**src/rtl/rom_download_router.sv**
```systemverilog
// rtl/rom_download_router.sv - ioctl ROM byte packer and toggle-handshake multi-port sdram write router
// Optional feature: define ROM_CHECKSUM_EN to add the 16-bit byte-sum output checksum.
module rom_download_router #(
    parameter int                NPORTS     = 2,
    parameter int                AW         = 23,
    parameter logic [7:0]        ROM_INDEX  = 8'd0,
    parameter logic [NPORTS-1:0] PORT_MASK  = 2'b11,
    parameter int                RESET_HOLD = 16
) (
    input  logic              clk_sys,
    input  logic              reset_n,
    input  logic              ioctl_download,
    input  logic [7:0]        ioctl_index,
    input  logic              ioctl_wr,
    input  logic [24:0]       ioctl_addr,
    input  logic [7:0]        ioctl_dout,
    input  logic              user_reset,
    output logic [NPORTS-1:0] port_req,
    input  logic [NPORTS-1:0] port_ack,
    output logic [AW-1:0]     port_a,
    output logic [1:0]        port_ds,
    output logic [15:0]       port_d,
    output logic              rom_init,
    output logic              rom_loaded,
    output logic              core_reset,
`ifdef ROM_CHECKSUM_EN
    output logic              overflow,
    output logic [15:0]       checksum
`else
    output logic              overflow
`endif
);

    localparam int CW = $clog2(RESET_HOLD + 1);

    typedef enum logic {
        WR_IDLE,
        WR_WAIT_ACK
    } wr_state_t;

    typedef enum logic [1:0] {
        ST_IDLE,
        ST_DRAIN,
        ST_HOLD,
        ST_LOADED
    } ld_state_t;

    wr_state_t wr_state, wr_state_nxt;
    ld_state_t ld_state, ld_state_nxt;

    logic          wr_q;
    logic          rom_init_q;
    logic          evt_q;
    logic          end_q;
    logic [24:0]   evt_addr;
    logic [7:0]    evt_data;
    logic          init_rise;

    logic          pend, pend_nxt;
    logic          take_new;
    logic [24:0]   held_addr;
    logic [7:0]    held_data;

    logic          word_vld;
    logic [AW-1:0] word_a;
    logic [1:0]    word_ds;
    logic [15:0]   word_d;

    logic          skid_vld;
    logic [AW-1:0] skid_a;
    logic [1:0]    skid_ds;
    logic [15:0]   skid_d;
    logic          skid_load, skid_clr;

    logic          issue;
    logic          drop;
    logic [AW-1:0] iss_a;
    logic [1:0]    iss_ds;
    logic [15:0]   iss_d;
    logic          ack_done;

    logic [CW-1:0] hold_cnt, hold_cnt_nxt;
    logic          loaded_set;

    assign rom_init  = ioctl_download && (ioctl_index == ROM_INDEX);
    assign init_rise = rom_init && !rom_init_q;
    assign ack_done  = ((port_ack ^ port_req) & PORT_MASK) == '0;

    // Byte pairing: an even byte waits for its odd partner; anything else flushes it alone.
    always_comb begin
        word_vld = 1'b0;
        word_a   = held_addr[AW:1];
        word_ds  = held_addr[0] ? 2'b10 : 2'b01;
        word_d   = {held_data, held_data};
        pend_nxt = pend;
        take_new = 1'b0;
        if (evt_q) begin
            if (pend && !held_addr[0] && (evt_addr == held_addr + 25'd1)) begin
                word_vld = 1'b1;
                word_ds  = 2'b11;
                word_d   = {evt_data, held_data};
                pend_nxt = 1'b0;
            end else if (pend) begin
                word_vld = 1'b1;
                take_new = 1'b1;
            end else if (evt_addr[0]) begin
                word_vld = 1'b1;
                word_a   = evt_addr[AW:1];
                word_ds  = 2'b10;
                word_d   = {evt_data, evt_data};
            end else begin
                pend_nxt = 1'b1;
                take_new = 1'b1;
            end
        end else if (end_q && pend) begin
            word_vld = 1'b1;
            pend_nxt = 1'b0;
        end
    end

    // Write issue: the skid entry always goes out before a freshly completed word.
    always_comb begin
        wr_state_nxt = wr_state;
        issue        = 1'b0;
        drop         = 1'b0;
        skid_load    = 1'b0;
        skid_clr     = 1'b0;
        iss_a        = word_a;
        iss_ds       = word_ds;
        iss_d        = word_d;
        case (wr_state)
            WR_IDLE: begin
                if (skid_vld) begin
                    issue     = 1'b1;
                    iss_a     = skid_a;
                    iss_ds    = skid_ds;
                    iss_d     = skid_d;
                    skid_clr  = 1'b1;
                    skid_load = word_vld;
                end else if (word_vld) begin
                    issue = 1'b1;
                end
                if (issue) begin
                    wr_state_nxt = WR_WAIT_ACK;
                end
            end
            WR_WAIT_ACK: begin
                if (ack_done) begin
                    wr_state_nxt = WR_IDLE;
                end
                if (word_vld) begin
                    if (!skid_vld) begin
                        skid_load = 1'b1;
                    end else begin
                        drop = 1'b1;
                    end
                end
            end
            default: wr_state_nxt = WR_IDLE;
        endcase
    end

    always_comb begin
        ld_state_nxt = ld_state;
        hold_cnt_nxt = hold_cnt;
        loaded_set   = 1'b0;
        case (ld_state)
            ST_IDLE: begin
                if (end_q) begin
                    ld_state_nxt = ST_DRAIN;
                end
            end
            ST_DRAIN: begin
                if (wr_state == WR_IDLE && !skid_vld && !word_vld) begin
                    ld_state_nxt = ST_HOLD;
                    hold_cnt_nxt = '0;
                end
            end
            ST_HOLD: begin
                if (hold_cnt == CW'(RESET_HOLD - 1)) begin
                    ld_state_nxt = ST_LOADED;
                    loaded_set   = 1'b1;
                end else begin
                    hold_cnt_nxt = hold_cnt + 1'b1;
                end
            end
            ST_LOADED: begin
                if (init_rise) begin
                    ld_state_nxt = ST_IDLE;
                end
            end
            default: ld_state_nxt = ST_IDLE;
        endcase
    end

    always_ff @(posedge clk_sys or negedge reset_n) begin
        if (!reset_n) begin
            wr_q       <= 1'b0;
            rom_init_q <= 1'b0;
            evt_q      <= 1'b0;
            end_q      <= 1'b0;
            evt_addr   <= '0;
            evt_data   <= '0;
            pend       <= 1'b0;
            held_addr  <= '0;
            held_data  <= '0;
        end else begin
            wr_q       <= ioctl_wr;
            rom_init_q <= rom_init;
            evt_q      <= ioctl_wr && !wr_q && rom_init;
            end_q      <= rom_init_q && !rom_init;
            if (ioctl_wr && !wr_q) begin
                evt_addr <= ioctl_addr;
                evt_data <= ioctl_dout;
            end
            pend <= pend_nxt;
            if (take_new) begin
                held_addr <= evt_addr;
                held_data <= evt_data;
            end
        end
    end

    always_ff @(posedge clk_sys or negedge reset_n) begin
        if (!reset_n) begin
            wr_state <= WR_IDLE;
            port_req <= '0;
            port_a   <= '0;
            port_ds  <= '0;
            port_d   <= '0;
            skid_vld <= 1'b0;
            skid_a   <= '0;
            skid_ds  <= '0;
            skid_d   <= '0;
            overflow <= 1'b0;
        end else begin
            wr_state <= wr_state_nxt;
            if (issue) begin
                port_req <= port_req ^ PORT_MASK;
                port_a   <= iss_a;
                port_ds  <= iss_ds;
                port_d   <= iss_d;
            end
            if (skid_load) begin
                skid_vld <= 1'b1;
                skid_a   <= word_a;
                skid_ds  <= word_ds;
                skid_d   <= word_d;
            end else if (skid_clr) begin
                skid_vld <= 1'b0;
            end
            if (drop) begin
                overflow <= 1'b1;
            end
        end
    end

    always_ff @(posedge clk_sys or negedge reset_n) begin
        if (!reset_n) begin
            ld_state   <= ST_IDLE;
            hold_cnt   <= '0;
            rom_loaded <= 1'b0;
            core_reset <= 1'b1;
        end else begin
            ld_state   <= ld_state_nxt;
            hold_cnt   <= hold_cnt_nxt;
            if (loaded_set) begin
                rom_loaded <= 1'b1;
            end
            core_reset <= user_reset || !rom_loaded || (ld_state == ST_HOLD);
        end
    end

`ifdef ROM_CHECKSUM_EN
    logic [15:0] sum_add;

    assign sum_add = {8'd0, (word_ds[0] ? word_d[7:0]  : 8'd0)}
                   + {8'd0, (word_ds[1] ? word_d[15:8] : 8'd0)};

    // Bytes count once their word is accepted, so dropped words never reach the sum.
    always_ff @(posedge clk_sys or negedge reset_n) begin
        if (!reset_n) begin
            checksum <= '0;
        end else if (init_rise) begin
            checksum <= '0;
        end else if (word_vld && !drop && ld_state != ST_LOADED) begin
            checksum <= checksum + sum_add;
        end
    end
`endif

endmodule

```
**config.mk**
```make
export PLATFORM = sky130hd
export DESIGN_NAME = rom_download_router
export DESIGN_NICKNAME = d
export VERILOG_FILES = /design/src/rtl/rom_download_router.sv
export SDC_FILE = /design/constraint.sdc
export NUM_CORES = 1
export LEC_CHECK = 0
export ABC_CLOCK_PERIOD_IN_PS = 3400
export CAP_MARGIN = 20
export CORE_MARGIN = 4
export CORE_UTILIZATION = 57
export DETAILED_ROUTE_END_ITERATION = 7
export PLACE_DENSITY = 0.89
export SYNTH_ARGS = -nofsm -noshare
export SYNTH_HDL_FRONTEND = slang
export SYNTH_SLANG_ARGS = --single-unit
```
**constraint.sdc**
```tcl
create_clock -name clk_sys -period 3.4 [get_ports clk_sys]
set_input_delay 0.51 -clock clk_sys [delete_from_list [all_inputs] [get_ports clk_sys]]
set_output_delay 0.51 -clock clk_sys [all_outputs]
set_load 0.01 [all_outputs]
```
### Yosys cells after proc, flatten, opt, wreduce, memory -nomap -nowiden

Index checks and enable logic that the tools add are counted.

* add/subtract/negate cells: 2
* equality and inequality tests: 10
* mux-type cells: 57
* bitwise operators: 3
* reduce and logical (&&, ||, !) cells: 27

Operator list (count)
* 23-bit 2-to-1 mux: 6
* 16-bit 2-to-1 mux: 6
* 1-bit 2-to-1 mux: 28
* 25-bit by 1-bit adder with 25-bit output, second input constant: 1
* 25-bit == test: 1
* 2-bit 2-to-1 mux: 11
* 1-bit logical AND: 10
* 5-bit 2-to-1 mux: 2
* 2-bit != test, second input constant: 5
* 5-bit case mux with 2 select lines: 1
* 8-bit zero test: 1
* 2-bit case mux with 4 select lines: 1
* 1-bit zero test: 7
* 2-bit nonzero test: 3
* 5-bit by 1-bit adder with 5-bit output, second input constant: 1
* 5-bit by 4-bit == test with 1-bit output, second input constant: 1
* 2-bit == test, second input constant: 2
* 2-bit zero test: 2
* 1-bit case mux with 2 select lines: 2
* 4-bit AND reduction: 1
* 3-bit AND reduction: 1
* 2-bit by 1-bit == test with 1-bit output, second input constant: 1
* 1-bit logical OR: 2
* 2-bit inverter: 1
* 2 further kinds: 2

* flip-flop bits (word level): 167
* bits of input ports: 48
* output and inout bits: 47

### Depth between registers and ports, before layout

Gate-level depths: netlist (run 1).

* depth in word-level cells: 10
* depth in mapped cells: 12
* depth with buffers taken out: 9

### Least setup slack after synthesis (run 1)

Ideal clock, no wire load.

* kind: register to register
* from: reg held_addr[23]
* to: reg held_addr[10]
* setup time: 0.125 ns
* arrival time: 2.982 ns
* data required time: 3.275 ns
* path slack: 0.293 ns
* stages on the path, launching flop included: 11
* buffers on the path: 2
* clock period less this slack: 3.107 ns
* path through: dfrtp_1 -> xor2_1 -> or4b_2 -> o221ai_1 -> mux2i_1 -> or4_4 -> or3_4 -> and3_4 -> buf_6 -> buf_6 -> mux2_4

* word-level cells in the longest chain between the ends: 5

Ends and longest elaborated chain
* start, declared: RTL line 61 `logic [24:0] held_addr;`
* start signal, assigned: RTL line 218 `held_addr <= evt_addr;`
* 25-bit by 1-bit adder with 25-bit output: RTL line 98 `if (pend && !held_addr[0] && (evt_addr == held_addr + 25'd1)) begin`
* 25-bit == test: RTL line 98
* 1-bit logical AND: RTL line 98
* 1-bit 2-to-1 mux: RTL line 98
* 1-bit 2-to-1 mux: RTL line 97 `if (evt_q) begin`

Every way passes these cells.
A chain may end at the register's enable or synchronous reset.

### Final worst setup path (run 1)

* from: reg held_addr[10]
* to: reg held_addr[12]

Same word-level chain as after synthesis.

==> flow_metrics.py, run 1 <==
metrics = {
    "routing": {
        "dr_total_vias": 6157,
        "drt_first_pass_iters": 5,
        "avgViaCountPerCell": 5.86,
        "drt_iter0_drc": 605,
        "wl_mm": 18.0,
        "drc": 0,
        "ant_nets": 0,
        "wl_per_cell_um": 17.1,
    },
    "floorplan": {
        "dieArea_um2": 16600,
        "start_util": 0.589,
        "num_rows": 43,
        "dieHeight_um": 129,
        "core_area_um2": 14100,
        "io_pins": 95,
        "die_w_um": 129,
    },
    "placement": {
        "port_buffers": 94,
        "gp_congestion": 0.859,
        "hpwl_mm": 12.3,
    },
    "cts": {
        "ctsResizeCount": 0,
        "post_cts_buffers": 0,
        "cts_buffer_depth": 2,
        "cts_hold_buf": 0,
        "clock-sinks": 167,
        "root_buffer": "clkbuf_16",
        "tritoncts": "built",
        "htreeDepth": 4,
        "clkSlewWorstSetupHoldPaths_ns": 0.06,
        "clock_latency_ns": 0.43,
        "cts_buffers": 17,
    },
    "job": {
        "max_cap_viol_count": 0,
    },
    "logic_synthesis": {
        "synth_nets": 836,
        "synth.distinct_cells": 64,
        "yosys-top-cells-area": "dfrtp_1 50%, mux2_4 5.2%, mux2_2 4.9%, o21ai_0 4.7%, mux2i_1 4.0%",
        "syn_avg_cell_area_um2": 10.7,
        "synth_top_area_frac": 0.500,
        "synth_edf_count": 0,
        "synth_area_leader_cell": "dfrtp_1",
        "ys.warnings.count": 0,
        "synth_cells": 779,
        "synth.ff_latch_count": 167,
        "ys.flop_type": "dfrtp_1",
        "netlist_area_um2": 8300,
        "synth-async-reset-ratio": 1.00,
        "synth-seq-area-share": 0.503,
    },
    "sta": {
        "finalMaxSlewViolations": 0,
        "rsz0062_at_grt": "no",
        "period_minus_slack_ns": 3.28,
        "fmax_mhz": 305,
        "fin_tns_setup_ns": 0,
        "fin_crit_sh": 0.966,
        "final_hold_viol_count": 0,
        "finClkSkew_ns": 0.0101,
        "slew_headroom": 0.323,
        "setup_viol": 0,
        "tightest_slew_ns": 1.01,
    },
    "finish": {
        "fillers": 1009,
        "final_util": 0.707,
        "layout.nets": 915,
        "antennaDiodeCount": 0,
        "synthToLayoutAreaGrowth_pct": 20.0,
        "layout-drive-gt1-share": 0.142,
    },
    "power": {
        "p_comb_frac": 0.113,
        "clkPwrFrac": 0.393,
        "power_switching_mw": 1.15,
        "p_leak_nw": 4.22,
        "switching_share": 0.257,
        "ir_drop_mv": 0.378,
        "seqPwrFrac": 0.494,
        "powerDensity_nw_per_um2": 450,
        "p_int_mw": 3.33,
    },
    "critical_path": {
        "critical_path.cell_chain": "and4_1 -> a2111oi_0 -> a21o_1 -> a31oi_1 -> or4_4 -> or3_4 -> and3_4 -> mux2_4",
        "crit_required_ns": 3.71,
        "crit_arrival_ns": 3.59,
        "cpPeakStageDelay_ns": 0.57,
        "path_class": "reg2reg",
        "worst_setup_path_end_kind": "flip-flop",
        "slowest_stage": "or4_4",
        "cp_max_fo": 33,
        "start_kind": "flip-flop",
        "r2r_cells": 8,
    },
    "global_routing": {
        "grt_pass1_wl_mm": 29.7,
        "grt-ovfl-total": 0,
        "grt_max_degree": 71,
        "antenna_found_initial": 0,
        "grt_util_all_layers": 0.225,
        "grt_pass1_vias": 5888,
    },
    "status": {
        "status": "finished clean",
    },
    "worst_hold_path": {
        "hold_path.class": "in2async",
    },
}
-- power by group through the flow --
stage          Clock (mW)  Sequential [mW]  Combinational, mW
3_3_place_gp            0             2.24              0.488
2_1_floorplan           0             2.21              0.329
4_1_cts              1.79             2.21              0.511
3_5_place_dp            0             2.25              0.507
6_report             1.76             2.21              0.507
5_1_grt              1.88             2.23              0.566
-- cells in the mapped netlist, types with 10 or more instances --
cell type	n
nor2_1	47
xor2_1	11
a21oi_1	40
inv_1	10
mux2_2	36
mux2_4	29
and3_1	14
nand2b_1	16
dfrtp_1	166
clkbuf_1	33
o21ai_0	78
nand2_1	81
mux2i_1	33
nand3_1	10
o31a_1	18
nor2b_1	10
xnor2_1	21
-- layout make-up --
type / count / area, µm² / share of cell area
clock buffer: 22 / 474 / 0.0476
multi-input combinational: 553 / 3890 / 0.390
clock inverter: 10 / 72.6 / 0.00729
timing repair buffer: 109 / 1080 / 0.108
sequential: 167 / 4180 / 0.420
inverter: 10 / 37.5 / 0.00377
tap: 180 / 225 / 0.0226
-- per-layer routing --
| layer | global-route usage | part of all wire | up-vias |
|---|---|---|---|
| met2 | 0.323 | 0.45 | 193 |
| met5 | 0 | 0 | - |
| met3 | 0.0515 | 0.056 | 30 |
| li1 | - | - | 2939 |
| met1 | 0.339 | 0.47 | 2995 |
| met4 | 0.0735 | 0.016 | 0 |
-- critical path, delay by kind of cell, from the launching register on --
family             cells  cell delay [ns]
AOI/OAI and AO/OA      3             0.71
DFF                    1             0.45
muxes                  1             0.37
and+or+nand+nor        4             1.64
-- flip-flops by register name, summed over array words and instances, names as in the netlist, 5 cells and up --
register / cells
evt_addr: 25
evt_data: 8
held_addr: 25
held_data: 8
hold_cnt: 5
port_a: 23
port_d: 16
skid_a: 23
skid_d: 16
-- layout by cell type (no fill, tap or decap), drive strengths merged, types with 6 or more instances in the layout --
master           n
clkbuf          22
o31a            18
o22a             8
a21boi           8
clkinvlp         6
xor2            11
nand2b          16
nor2            47
a31oi            6
a21oi           40
o21ai           79
nand2           81
clkdlybuf4s50   93
and3            15
mux2i           33
buf             16
xnor2           21
a22o             8
inv             11
nor3             9
dfrtp          166
nand3           11
mux2            65
nor2b           10
ha               9
-- metrics by stage --
step	area (µm²)	power (mW)	setup slack, ns	cells	hold slack [ns]
finish	9960	4.48	0.117	1051	0.0883
global route	9960	4.67	0.00689	1051	0.143
CTS	9960	4.51	0.127	1051	0.101
detailed placement	9410	2.75	0.150	1019	0.419
global placement	9410	2.73	0.212	1019	0.403
floorplan	8300	2.54	0.293	779	0.214
-- cell families (layout without fill, tap and decap cells) --
family,Yosys count,in the layout,synth area share
buffers and inverters,59,151,0.0307
xor gates and xnor gates,32,32,0.0338
and+or+nand+nor,220,220,0.131
DFF,167,167,0.503
AOI/OAI and AO/OA,193,193,0.146
muxes,98,98,0.141
adders and majority gates,10,10,0.0148
-- path summary, 6_finish.rpt --
path                               start             to  slack, ns
setup reg to reg           held_addr[10]  held_addr[12]       0.12
min in group clk_sys          rom_loaded     core_reset       0.42
hold / removal                   reset_n     skid_d[12]       0.09
hold reg to reg               rom_loaded     core_reset       0.42
setup / recovery           held_addr[10]  held_addr[12]       0.12
max in group asynchronous        reset_n      skid_a[7]       2.43
Power figures use the tool's default switching activity.
==> inputs of run 2 (changes only) <==
Settings changed: CORE_MARGIN 4 to unset.
==> run 2 against run 1 <==
Compared with the run above:
- die area fell by 9.1%
- register-to-register slack improved by 0.12 ns
- maximum frequency rose by 4.0%
- clock power rose by 4%
- combinational power rose by 2%
- count of clock-buffer cells in the layout fell by 4
- power rose by 1.9%
- critical endpoint is now held_addr[10]
- worst setup slack improved by 0.12 ns
- non-clock buffer count rose by 2
- clock skew rose by 0.0025 ns
- largest power group unchanged
- critical path depth did not move
==> flow_metrics.py, run 2 (synthesized netlist as in run 1, its figures left out) <==
metrics = {
    "status": {
        "status": "finished clean",
    },
    "critical_path": {
        "crit_required_ns": 3.71,
        "worst_setup_path_end_kind": "flip-flop",
        "path_class": "reg2reg",
        "crit_arrival_ns": 3.47,
        "cp_max_fo": 17,
        "start_kind": "flip-flop",
    },
    "worst_hold_path": {
        "hold_path.class": "in2async",
    },
    "floorplan": {
        "die_w_um": 123,
        "core_area_um2": 14000,
        "dieArea_um2": 15100,
        "io_pins": 95,
        "start_util": 0.591,
        "dieHeight_um": 123,
        "num_rows": 43,
    },
    "sta": {
        "fin_tns_setup_ns": 0,
        "rsz0062_at_grt": "no",
        "period_minus_slack_ns": 3.16,
        "fin_ws_ns": 0.242,
        "slew_headroom": 0.318,
        "fin_crit_sh": 0.929,
        "tightest_slew_ns": 1.02,
        "finClkSkew_ns": 0.0125,
        "hold_slack_ns": 0.132,
        "finalMaxSlewViolations": 0,
        "setup_viol": 0,
        "final_hold_viol_count": 0,
        "fmax_mhz": 317,
    },
    "cts": {
        "root_buffer": "clkbuf_16",
        "tritoncts": "built",
        "cts_buffers": 17,
        "post_cts_buffers": 0,
        "clock_latency_ns": 0.43,
        "cts_buffer_depth": 2,
        "clock-sinks": 167,
        "htreeDepth": 4,
        "clkSlewWorstSetupHoldPaths_ns": 0.07,
    },
    "job": {
        "max_cap_viol_count": 0,
    },
    "routing": {
        "drt_first_pass_iters": 5,
        "dr_total_vias": 6305,
        "wl_per_cell_um": 17.5,
        "ant_nets": 0,
        "drc": 0,
        "wl_mm": 18.4,
        "avgViaCountPerCell": 5.98,
        "drt_iter0_drc": 567,
    },
    "finish": {
        "layout_common_cells": "165 x dfrtp_1, 93 x clkdlybuf4s50_1, 81 x nand2_1",
        "fin_area_um2": 9980,
        "largestRegisters": "evt_addr (25), held_addr (25)",
        "layout_commonest_cell": "dfrtp_1",
        "layout.nets": 918,
        "antennaDiodeCount": 0,
        "synthToLayoutAreaGrowth_pct": 20.2,
        "layout-drive-gt1-share": 0.148,
    },
    "placement": {
        "port_buffers": 94,
        "hpwl_mm": 12.5,
        "place_ws_ns": 0.155,
        "dpl_cell_area_um2": 9400,
        "gp_congestion": 0.893,
    },
    "global_routing": {
        "grt_pass1_wl_mm": 29.7,
        "grt_max_degree": 86,
        "antenna_found_initial": 0,
        "grt_pass1_vias": 5898,
        "grt-ovfl-total": 0,
        "grt_util_all_layers": 0.260,
    },
    "power": {
        "ir_drop_mv": 0.375,
        "p_leak_nw": 4.24,
        "powerDensity_nw_per_um2": 458,
        "power_mw": 4.57,
    },
}
==> run 2: stage by stage <==
stage | cells | utilization
after floorplan | 779 | -
after detailed placement | 1021 | 0.670
after global placement | 1021 | 0.670
after global routing | 1054 | 0.711
after CTS | 1053 | 0.710
final | 1054 | 0.711
==> run 2: power breakdown <==
| group | internal [mW] | switching, mW | leakage (nW) | total, mW |
|---|---|---|---|---|
| sequential | 2.09 | 0.130 | 2.24 | 2.22 |
| combinational | 0.256 | 0.264 | 1.73 | 0.519 |
| clock | 1.03 | 0.805 | 0.265 | 1.83 |
==> run 2: path summary, 6_finish.rpt <==
| check | from | end | slack (ns) | cells past startpoint |
|---|---|---|---|---|
| worst max-delay path | held_addr[23] | held_addr[10] | 0.24 | 8 |
| worst min-delay path | reset_n | port_d[11] | 0.13 | 1 |
| worst max register to register | held_addr[23] | held_addr[10] | 0.24 | 8 |
| worst min register to register | rom_loaded | core_reset | 0.44 | 1 |
| max in group asynchronous | reset_n | skid_vld | 2.37 | 2 |
| min in group clk_sys | rom_loaded | core_reset | 0.44 | 1 |
==> run 2: cell type report <==
class | count | area, µm²
Sequential cell | 167 | 4180
Timing Repair Buffer | 111 | 1070
Fill cell | 967 | 4060
Clock inverter | 14 | 126
Multi-Input combinational cell | 554 | 3900
Clock buffer | 18 | 439
Tap cell | 180 | 225
Inverter | 10 | 37.5
==> run 2: timing repair <==
item                                    CTS  global route
resized for setup                         0             1
hold buffers                              0             0
endpoints found under the setup margin    0            32
==> run 2: per-layer routing <==
metal	track usage	wire, µm
met2	0.394	8650
met5	0	0
met4	0.0968	303
met1	0.366	8380
met3	0.0599	1110
==> run 2: critical path, stage by stage, from the launching register on <==
cell      delay, ns
dfrtp_1        0.43
xor2_1         0.22
or4b_2         0.62
o221ai_1       0.09
mux2i_1        0.11
or4_4          0.50
or3_4          0.42
and3_4         0.32
mux2_4         0.33
==> inputs of run 3 (changes only) <==
Settings changed: CORE_UTILIZATION 57 to 45, PLACE_DENSITY 0.89 to 0.74.
==> run 3 against run 2 <==
Compared with the run above:
- register-to-register slack got worse by 0.07 ns
- critical path type unchanged
- critical path depth did not move
- global-route usage decreased by 5.8 points
- cell count is 4.6% higher
- sequential share of layout area is 0.48 points lower
- count of clock-buffer cells in the layout is 3 higher
- via count decreased by 4.5%
- core utilization decreased by 15 points
- routed wire length down 1.8%
- sequential power hardly changed
- clock power is 7% higher
- highest routed layer unchanged
==> flow_metrics.py, run 3 (synthesized netlist as in run 1, its figures left out) <==
metrics = {
    "global_routing": {
        "use_met2": 0.284,
        "grt-ovfl-total": 0,
        "grt_pass1_vias": 5659,
        "grt_use_met3": 0.0353,
        "grt_util_all_layers": 0.202,
        "grt_max_degree": 79,
        "antenna_found_initial": 0,
        "gr-usage-met1": 0.309,
        "top_usage_layer": "met1",
        "grt_pass1_wl_mm": 29.2,
    },
    "finish": {
        "layout.nets": 917,
        "synthToLayoutAreaGrowth_pct": 21.6,
        "layout-drive-gt1-share": 0.143,
        "layout_common_cells": "165 x dfrtp_1, 93 x clkdlybuf4s50_1, 81 x nand2_1",
        "antennaDiodeCount": 0,
        "largestRegisters": "evt_addr (25), held_addr (25)",
        "layout_commonest_cell": "dfrtp_1",
    },
    "placement": {
        "port_buffers": 94,
        "hpwl_mm": 12.4,
        "gp_congestion": 0.876,
    },
    "cts": {
        "tritoncts": "built",
        "cts_buffer_depth": 2,
        "clock-sinks": 167,
        "clkSlewWorstSetupHoldPaths_ns": 0.07,
        "cts_hold_buf": 0,
        "root_buffer": "clkbuf_16",
        "htreeDepth": 4,
        "clock_latency_ns": 0.43,
        "cts_buffers": 17,
    },
    "power": {
        "p_leak_nw": 4.27,
        "powerDensity_nw_per_um2": 465,
        "power_mw": 4.69,
        "ir_drop_mv": 0.386,
    },
    "job": {
        "max_cap_viol_count": 0,
    },
    "critical_path": {
        "cpPeakStageDelay_ns": 0.56,
        "path_class": "reg2reg",
        "crit_required_ns": 3.72,
        "r2r_cells": 8,
        "cp_max_fo": 17,
        "start_kind": "flip-flop",
        "crit_arrival_ns": 3.54,
        "cp_top_family": "simple AND/OR/NAND/NOR gates",
        "slowest_stage": "or4_4",
        "rrSetupSlack_ns": 0.17,
        "worst-path-buf-inv": 0,
        "r2r-start": "held_addr[10]",
        "rr_endpoint": "held_addr[22]",
        "critical_path.cell_chain": "and4_1 -> a2111oi_0 -> a21o_1 -> a31oi_1 -> or4_4 -> or3_4 -> and3_4 -> mux2_4",
        "worst_setup_path_end_kind": "flip-flop",
    },
    "sta": {
        "fmax_mhz": 310,
        "finClkSkew_ns": 0.00654,
        "finalMaxSlewViolations": 0,
        "final_hold_viol_count": 0,
        "fin_tns_setup_ns": 0,
        "tightest_slew_ns": 1.03,
        "rsz0062_at_grt": "no",
        "period_minus_slack_ns": 3.23,
        "slew_headroom": 0.316,
        "setup_viol": 0,
        "fin_crit_sh": 0.949,
    },
    "floorplan": {
        "start_util": 0.461,
        "num_rows": 49,
        "core_area_um2": 18000,
        "die_w_um": 138,
        "io_pins": 95,
        "dieArea_um2": 19000,
        "dieHeight_um": 138,
    },
    "routing": {
        "dr_total_vias": 6019,
        "wl_per_cell_um": 16.4,
        "drt_first_pass_iters": 5,
        "ant_nets": 0,
        "avgViaCountPerCell": 5.46,
        "drt_iter0_drc": 480,
        "wl_mm": 18.1,
        "drc": 0,
    },
    "status": {
        "status": "finished clean",
    },
    "worst_hold_path": {
        "hold_path.class": "in2async",
    },
}
==> run 3: stage by stage <==
stage               std cells  setup WS (ns)  utilization  hold slack [ns]  area (µm²)
floorplan                 779          0.293            -            0.214        8300
global placement         1069          0.205        0.526            0.411        9490
detailed placement       1069          0.136        0.526            0.419        9490
CTS                      1101          0.118        0.559            0.129       10100
global route             1102         0.0471        0.560            0.165       10100
finish                   1102          0.175        0.560            0.104       10100
==> run 3: layout make-up <==
cell class | instances | area, µm²
Clock buffer | 21 | 450
Clock inverter | 11 | 146
Fill cell | 1542 | 7930
Inverter | 10 | 37.5
Multi-Input combinational cell | 554 | 3910
Sequential cell | 167 | 4180
Tap cell | 229 | 287
Timing Repair Buffer | 110 | 1090
==> run 3: what timing repair did <==
item                       CTS  global route
resized for setup            0             1
setup endpoints to repair    0            32
buffers inserted             0             0
==> run 3: how the worst max path moves through the flow <==
| stage | end | start | slack, ns | cells past startpoint |
|---|---|---|---|---|
| after floorplan | held_addr[10] | held_addr[23] | 0.29 | 10 |
| after global placement | held_addr[12] | held_addr[23] | 0.20 | 8 |
| after detailed placement | held_addr[7] | held_addr[23] | 0.14 | 8 |
| after CTS | held_addr[5] | held_addr[1] | 0.12 | 9 |
| after global routing | held_addr[23] | held_addr[4] | 0.05 | 8 |
| final | held_addr[22] | held_addr[10] | 0.17 | 8 |
==> run 3: where the power goes <==
group,switching (mW),internal (mW),leakage (nW)
sequential,0.127,2.09,2.24
clock,0.789,1.18,0.288
combinational,0.254,0.259,1.74
total,1.17,3.52,4.27
==> run 3: layer usage <==
metal	vias to the layer above	wire, µm	share of wire
met5	-	0	0
met4	0	240	0.013
met3	18	739	0.041
met2	126	7800	0.43
met1	2924	9310	0.51
li1	2951	-	-
==> run 3: worst register-to-register path: cells and delay by family (launching register included) <==
kind,cells,cell delay [ns]
AOI/OAI and AO/OA,3,0.73
and+or+nand+nor,4,1.58
muxes,1,0.34
DFF,1,0.45
